--- config.mk ---
export PLATFORM = sky130hd
export DESIGN_NAME = reg_wb_arbiter
export DESIGN_NICKNAME = d
export VERILOG_FILES = /design/src/rtl/reg_wb_arbiter.sv
export SDC_FILE = /design/constraint.sdc
export NUM_CORES = 1
export LEC_CHECK = 0
export BUFFER_PORTS_ARGS = -buffer_cell sky130_fd_sc_hd__buf_2
export CORE_UTILIZATION = 53
export CTS_BUF_LIST = sky130_fd_sc_hd__clkbuf_8
export DETAILED_ROUTE_END_ITERATION = 10
export MAX_ROUTING_LAYER = met4
export PLACE_DENSITY = 0.95
export REMOVE_ABC_BUFFERS = 1
export SLEW_MARGIN = 10
export SYNTH_ARGS = -nofsm -noshare
export SYNTH_HDL_FRONTEND = slang
export SYNTH_SLANG_ARGS = --single-unit
--- constraint.sdc ---
create_clock -name clock -period 5.69 [get_ports clock]
set_input_delay 0 -clock clock [delete_from_list [all_inputs] [get_ports clock]]
set_output_delay 0 -clock clock [all_outputs]
set_load 0.01 [all_outputs]
--- src/rtl/reg_wb_arbiter.sv ---
// reg_wb_arbiter: round-robin write-back arbiter for ALU/load slots with a RAW pending-register scoreboard.
// Defining WB_FWD_EN enables forwarding of the committing value to rs1/rs2.
module reg_wb_arbiter #(
  parameter int NREGS = 32,
  parameter int AW = 5,
  parameter int DW = 32,
  parameter int CW = 16
) (
  input  logic          clock,
  input  logic          reset,
  input  logic          alu_valid,
  output logic          alu_ready,
  input  logic [AW-1:0] alu_rd,
  input  logic [DW-1:0] alu_data,
  input  logic          ld_valid,
  output logic          ld_ready,
  input  logic [AW-1:0] ld_rd,
  input  logic [DW-1:0] ld_data,
  input  logic          issue_valid,
  input  logic [AW-1:0] issue_rd,
  output logic          issue_ok,
  input  logic [AW-1:0] rs1,
  input  logic [AW-1:0] rs2,
  output logic          rs1_busy,
  output logic          rs2_busy,
  output logic          rs1_fwd_v,
  output logic          rs2_fwd_v,
  output logic [DW-1:0] rs1_fwd_d,
  output logic [DW-1:0] rs2_fwd_d,
  output logic          reg_write,
  output logic [AW-1:0] write_reg,
  output logic [DW-1:0] write_data,
  output logic [DW-1:0] mem_load_data,
  output logic          load_enable,
  output logic [CW-1:0] conflict_cnt
);
  logic          alu_v, ld_v, last_ld, grant_alu, grant_ld;
  logic [AW-1:0] alu_rd_q, ld_rd_q;
  logic [DW-1:0] alu_d_q, ld_d_q;
  logic [NREGS-1:0] pending, pending_n;
  // on a tie the slot that did not win last time goes first
  assign grant_ld      = ld_v && (!alu_v || !last_ld);
  assign grant_alu     = alu_v && (!ld_v || last_ld);
  assign reg_write     = grant_alu || grant_ld;
  assign load_enable   = grant_ld;
  assign write_reg     = grant_ld ? ld_rd_q : alu_rd_q;
  assign write_data    = alu_d_q;
  assign mem_load_data = ld_d_q;
  assign alu_ready     = !alu_v;
  assign ld_ready      = !ld_v;
  assign issue_ok      = !pending[issue_rd] || issue_rd == '0;
`ifdef WB_FWD_EN
  logic [DW-1:0] commit_d;
  assign commit_d  = grant_ld ? ld_d_q : alu_d_q;
  assign rs1_fwd_v = reg_write && rs1 != '0 && write_reg == rs1;
  assign rs2_fwd_v = reg_write && rs2 != '0 && write_reg == rs2;
  assign rs1_fwd_d = rs1_fwd_v ? commit_d : '0;
  assign rs2_fwd_d = rs2_fwd_v ? commit_d : '0;
  assign rs1_busy  = pending[rs1] && rs1 != '0 && !rs1_fwd_v;
  assign rs2_busy  = pending[rs2] && rs2 != '0 && !rs2_fwd_v;
`else
  assign rs1_fwd_v = 1'b0;
  assign rs2_fwd_v = 1'b0;
  assign rs1_fwd_d = '0;
  assign rs2_fwd_d = '0;
  assign rs1_busy  = pending[rs1] && rs1 != '0;
  assign rs2_busy  = pending[rs2] && rs2 != '0;
`endif
  // a new issue to the committing register must stay pending, so set follows clear
  always_comb begin
    pending_n = pending;
    if (reg_write) pending_n[write_reg] = 1'b0;
    if (issue_valid && issue_rd != '0) pending_n[issue_rd] = 1'b1;
  end
  always_ff @(posedge clock) begin
    if (reset) begin
      alu_v        <= 1'b0;
      ld_v         <= 1'b0;
      last_ld      <= 1'b0;
      pending      <= '0;
      conflict_cnt <= '0;
    end else begin
      pending <= pending_n;
      if (alu_v && ld_v && conflict_cnt != '1) conflict_cnt <= conflict_cnt + 1'b1;
      if (reg_write) last_ld <= grant_ld;
      if (grant_alu) alu_v <= 1'b0;
      else if (alu_valid && !alu_v) alu_v <= alu_rd != '0;
      if (grant_ld) ld_v <= 1'b0;
      else if (ld_valid && !ld_v) ld_v <= ld_rd != '0;
      if (alu_valid && !alu_v) begin
        alu_rd_q <= alu_rd;
        alu_d_q  <= alu_data;
      end
      if (ld_valid && !ld_v) begin
        ld_rd_q <= ld_rd;
        ld_d_q  <= ld_data;
      end
    end
  end
endmodule

### Yosys cells after proc, flatten, opt, wreduce, memory -nomap -nowiden

Cells that the tools add are included.

| word-level totals | value |
|---|---|
| register bits | 125 |
| input bits | 94 |
| output and inout port bits | 158 |

| cells by class | value |
|---|---|
| $add $sub $neg | 1 |
| magnitude comparators | 6 |
| equal/unequal tests | 1 |
| mux-type cells | 13 |
| bitwise logic cells | 4 |
| reductions and logical operators | 29 |

Operator list:

| operator | number |
|---|---|
| $mux 32 | 2 |
| $and 32x32->32 | 1 |
| $not 32->32 | 1 |
| $or 32x32->32 | 1 |
| $reduce_bool 5->1 | 5 |
| $lt 5x6->1 const B | 4 |
| $add 16x1->16 const B | 1 |
| $ne 16x16->1 const B | 1 |
| $bmux 1 s5 | 3 |
| $logic_and 1x1->1 | 11 |
| $demux 1 s5 | 2 |
| $ge 5x1->1 const B | 2 |
| $logic_not 5->1 | 1 |
| $mux 1 | 5 |
| $mux 5 | 1 |
| $logic_not 1->1 | 4 |
| $logic_or 1x1->1 | 4 |
| $reduce_and 2->1 | 2 |
| $reduce_or 2->1 | 2 |
| $not 1->1 | 1 |

### Depth between registers and ports, before layout

| logic depth | value |
|---|---|
| word-level depth | 13 |
| mapped depth | 7 |
| depth with buffers taken out | 6 |

### Worst setup path after synthesis

No wires, ideal clock.

| timing | value |
|---|---|
| path kind | input -> register |
| start point | input port reset |
| end point | register alu_rd_q[0], enable pin |
| arrival time | 3.365 ns |
| data required time | 5.205 ns |
| path slack | 1.840 ns |
| stages on the path | 4 |
| path buffers | 3 |
| path through | clkbuf_1 > clkbuf_1 > clkbuf_1 > nor3b_1 |

| between the ends | value |
|---|---|
| word-level cells in the longest chain between the ends | 2 |

RTL lines:

| element | line | source |
|---|---|---|
| start: declaration | 10 | `input logic reset,` |
| $not 1->1 (no line) | -- |  |
| $reduce_and 2->1 (no line) | -- |  |
| end signal: assignment | 91 | `alu_rd_q <= alu_rd;` |
| end: declaration | 38 | `logic [AW-1:0] alu_rd_q, ld_rd_q;` |

No other way between the ends.
A chain may end at the register's enable or synchronous reset.

### Final worst setup path

| timing | value |
|---|---|
| start point | register ld_v |
| end point | output port write_reg[3] |

| between the ends | value |
|---|---|
| word-level cells in the longest chain between the ends | 2 |

RTL lines:

| element | line | source |
|---|---|---|
| start: declaration | 37 | `logic alu_v, ld_v, last_ld, grant_alu, grant_ld;` |
| start signal: assignment | 78 | `ld_v <= 1'b0;` |
| start signal: assignment | 88 | `if (grant_ld) ld_v <= 1'b0;` |
| start signal: assignment | 89 | `else if (ld_valid && !ld_v) ld_v <= ld_rd != '0;` |
| $logic_and 1x1->1 | 42 | `assign grant_ld = ld_v && (!alu_v \|\| !last_ld);` |
| $mux 5 | 46 | `assign write_reg = grant_ld ? ld_rd_q : alu_rd_q;` |
| end: declaration | 31 | `output logic [AW-1:0] write_reg,` |

No other way between the ends.

==> flow_metrics.py <==
metrics = {
    "status": {
        "outcome": "finished, final reports clean",
    },
    "synth": {
        "ys_ff_latch": 125,
        "yosys-top-cells-count": "edfxtp_1 (74), buf_4 (67), o21ai_0 (65)",
        "syn_area_mm2": 0.00588,
        "synth_enable_flop_cells": 74,
        "synth.distinct_cells": 45,
        "yosys.cell_count.top_type": "edfxtp_1",
        "yosys.area.top_type": "edfxtp_1",
        "postSynthCellCount": 486,
        "yosys_warnings": 0,
        "async_flop_share_pct": 0,
        "syn_area_per_cell_um2": 12.1,
        "synth_area_leaders": "edfxtp_1 (38%), dfxtp_1 (17%), mux4_2 (10%)",
        "yosysSeqAreaShare_pct": 55.1,
        "synthFlopType": "edfxtp_1",
        "synth_top_area_share_pct": 37.8,
    },
    "final_layout": {
        "n_antenna_cell": 0,
        "multi_input_area_mm2": 0.00226,
        "final_nets": 845,
        "postLayoutCoreUtil_pct": 72.2,
        "num-fill-cells": 655,
        "syn_to_final_growth_pct": 32.9,
        "drive_above_1_share_pct": 33.7,
        "seqCellArea_mm2": 0.00324,
    },
    "drt": {
        "drtIter0Drc": 451,
        "vias_per_cell": 5.62,
        "drt-wirelength-per-cell_um": 20.6,
        "drcViolationCount": 0,
        "num_vias": 5079,
        "totalWireLength_um": 18600,
        "ant_nets": 0,
        "first_pass_iters": 8,
    },
    "power_and_ir_drop": {
        "clkPwrFrac_pct": 36.8,
        "combPwrFrac_pct": 12.3,
        "powerDensity_mw_per_mm2": 252,
        "swShare_pct": 27.2,
        "power_uw": 1970,
        "p_switching_uw": 537,
        "power_leakage_uw": 0.00318,
        "power_frac_seq_pct": 51.0,
        "vdd_ir_drop_max_mv": 0.272,
        "internal_power_uw": 1440,
    },
    "clock_network": {
        "clkSlewWorstSetupHoldPaths_ns": 0.08,
        "clock_path_buffers": 2,
        "cts_sinks": 125,
        "cts_root_buf": "clkbuf_8",
        "cts_hold_buf": 78,
        "clock_latency_ns": 0.43,
        "cts_tree": "done",
        "postCtsSetupBuffers": 0,
        "cts_buffers": 17,
        "cts_resized": 0,
        "htree_levels": 4,
    },
    "timing": {
        "layout_min_cycle_time_ns": 2.26,
        "worst_slew_pin_slew_ns": 0.595,
        "finClkSkew_ns": 0.0125,
        "relSlewSlack_pct": 60.3,
        "final-max-slew-violation-count": 0,
        "hold_violations": 0,
        "fmax_mhz": 442,
        "finalSetupViolCount": 0,
        "fin_crit_sh_pct": 39.8,
        "fin_tns_setup_ns": 0,
        "rsz0062_at_grt": "false",
    },
    "run": {
        "cap_violations": 0,
    },
    "critical_path": {
        "endpoint_kind": "output pin",
        "rrSetupSlack_ns": 3.50,
        "slowest_stage": "mux2i_1",
        "r2r-start": "ld_v",
        "timing.rr.end": "pending[25]",
        "startpoint_type": "register",
        "reg2reg_depth": 6,
        "crit_path_cell_trace": "a21boi_1 -> buf_4 -> mux2i_1 -> inv_1 -> buf_2",
        "crit_type": "reg2out",
        "critPathRequiredTime_ns": 5.69,
        "cp_max_fo": 9,
        "arrival_ns": 2.26,
        "slowest_delay_ns": 0.46,
    },
    "die": {
        "core_mm2": 0.0108,
        "initial_core_util_pct": 54.3,
        "dieArea_mm2": 0.0115,
        "chipHeight_um": 107,
        "placementRows": 38,
        "ioPinCount": 252,
        "die_w_um": 107,
    },
    "place": {
        "place_hpwl_um": 10800,
        "gp_congestion": 0.867,
        "io_buffers": 185,
    },
    "hold_path": {
        "hold_class": "in2reg",
        "hold_start": "issue_rd[2]",
        "holdPathStages": 3,
        "hold_end": "pending[23]",
    },
    "global_routing": {
        "grt_max_degree": 59,
        "grt_use_total_pct": 33.9,
        "grt_pass1_vias": 4945,
        "grt.overflow.total": 0,
        "antenna_found_initial": 0,
        "grt_pass1_wl_um": 27800,
    },
}
cells by family after synthesis:
| group | share of synthesized area [%] |
|---|---|
| buffers and inverters | 10.8 |
| XOR/XNOR | 1.34 |
| AO/OA/AOI/OAI | 9.08 |
| adder cells (fa/ha/maj) | 0.213 |
| flip-flops | 55.1 |
| AND/OR/NAND/NOR | 11.0 |
| other | 0.0637 |
| multiplexers | 12.4 |
worst max-delay path, delay by kind of cell (launching register included):
family	cells	cell delay (ns)
AOI/OAI and AO/OA	1	0.30
buffers and inverters	3	0.63
DFF	1	0.45
muxes	1	0.46
how the worst max path moves through the flow:
| stage | start | cells past startpoint | to | slack [ns] |
|---|---|---|---|---|
| global route | ld_v | 6 | pending[10] | 3.26 |
| global placement | ld_v | 5 | pending[3] | 3.23 |
| floorplan | alu_v | 1 | alu_rd_q[0] | 2.08 |
| CTS | ld_v | 4 | write_reg[4] | 2.96 |
| finish | ld_v | 5 | write_reg[3] | 3.43 |
| detailed placement | ld_v | 6 | pending[22] | 3.09 |
cells in the final DEF (no fill, tap or decap), types with 4 or more instances in the layout:
cell type,count
buf_2,185
nor2b_1,35
nand3_1,16
clkbuf_8,17
dlygate4sd3_1,78
clkinv_4,4
buf_4,4
a211oi_1,7
mux4_2,26
dfxtp_1,51
nand2b_1,4
nand4_1,4
mux2i_1,12
a21oi_1,13
edfxtp_1,74
conb_1,66
nand2_1,13
clkinv_2,5
o21ai_0,65
nor2_1,18
inv_1,15
xnor2_1,9
through the flow:
stage               setup slack (ns)  instance area (um2)  cells  hold WS (ns)
global placement                3.23                 6680    792         0.177
floorplan                       2.08                 5540    464        0.0691
global route                    3.26                 7820    903        0.0447
finish                          3.43                 7820    903        0.0309
detailed placement              3.09                 6680    792         0.178
CTS                             2.96                 7820    902       0.00534
per-layer routing:
layer | GRT usage (%) | vias up | wire length, um
met4 | 12.5 | 0 | 730
li1 | - | 2175 | -
met3 | 7.63 | 73 | 1770
met2 | 54.0 | 413 | 9150
met5 | - | - | 0
met1 | 42.8 | 2418 | 6960
flip-flops by register name, summed over array words and instances (netlist names):
signal	count
alu_rd_q	5
alu_v	1
conflict_cnt	16
last_ld	1
ld_rd_q	5
ld_v	1
mem_load_data	32
pending	32
write_data	32
power groups by stage:
stage,logic [uW],clock network [uW],registers (uW)
2_1_floorplan,75.6,0,1030
3_3_place_gp,178,0,1020
3_5_place_dp,183,0,1020
4_1_cts,226,702,1000
5_1_grt,256,764,1010
6_report,242,726,1010
layout make-up:
type                       instances  share of cell area, %
sequential                       125                   41.5
clock inverter                    15                   1.58
tap                              140                   2.24
timing repair buffer             267                   22.2
clock buffer                      17                   2.99
multi-input combinational        325                   28.9
inverter                          14                  0.672
Power figures use the tool's default switching activity.
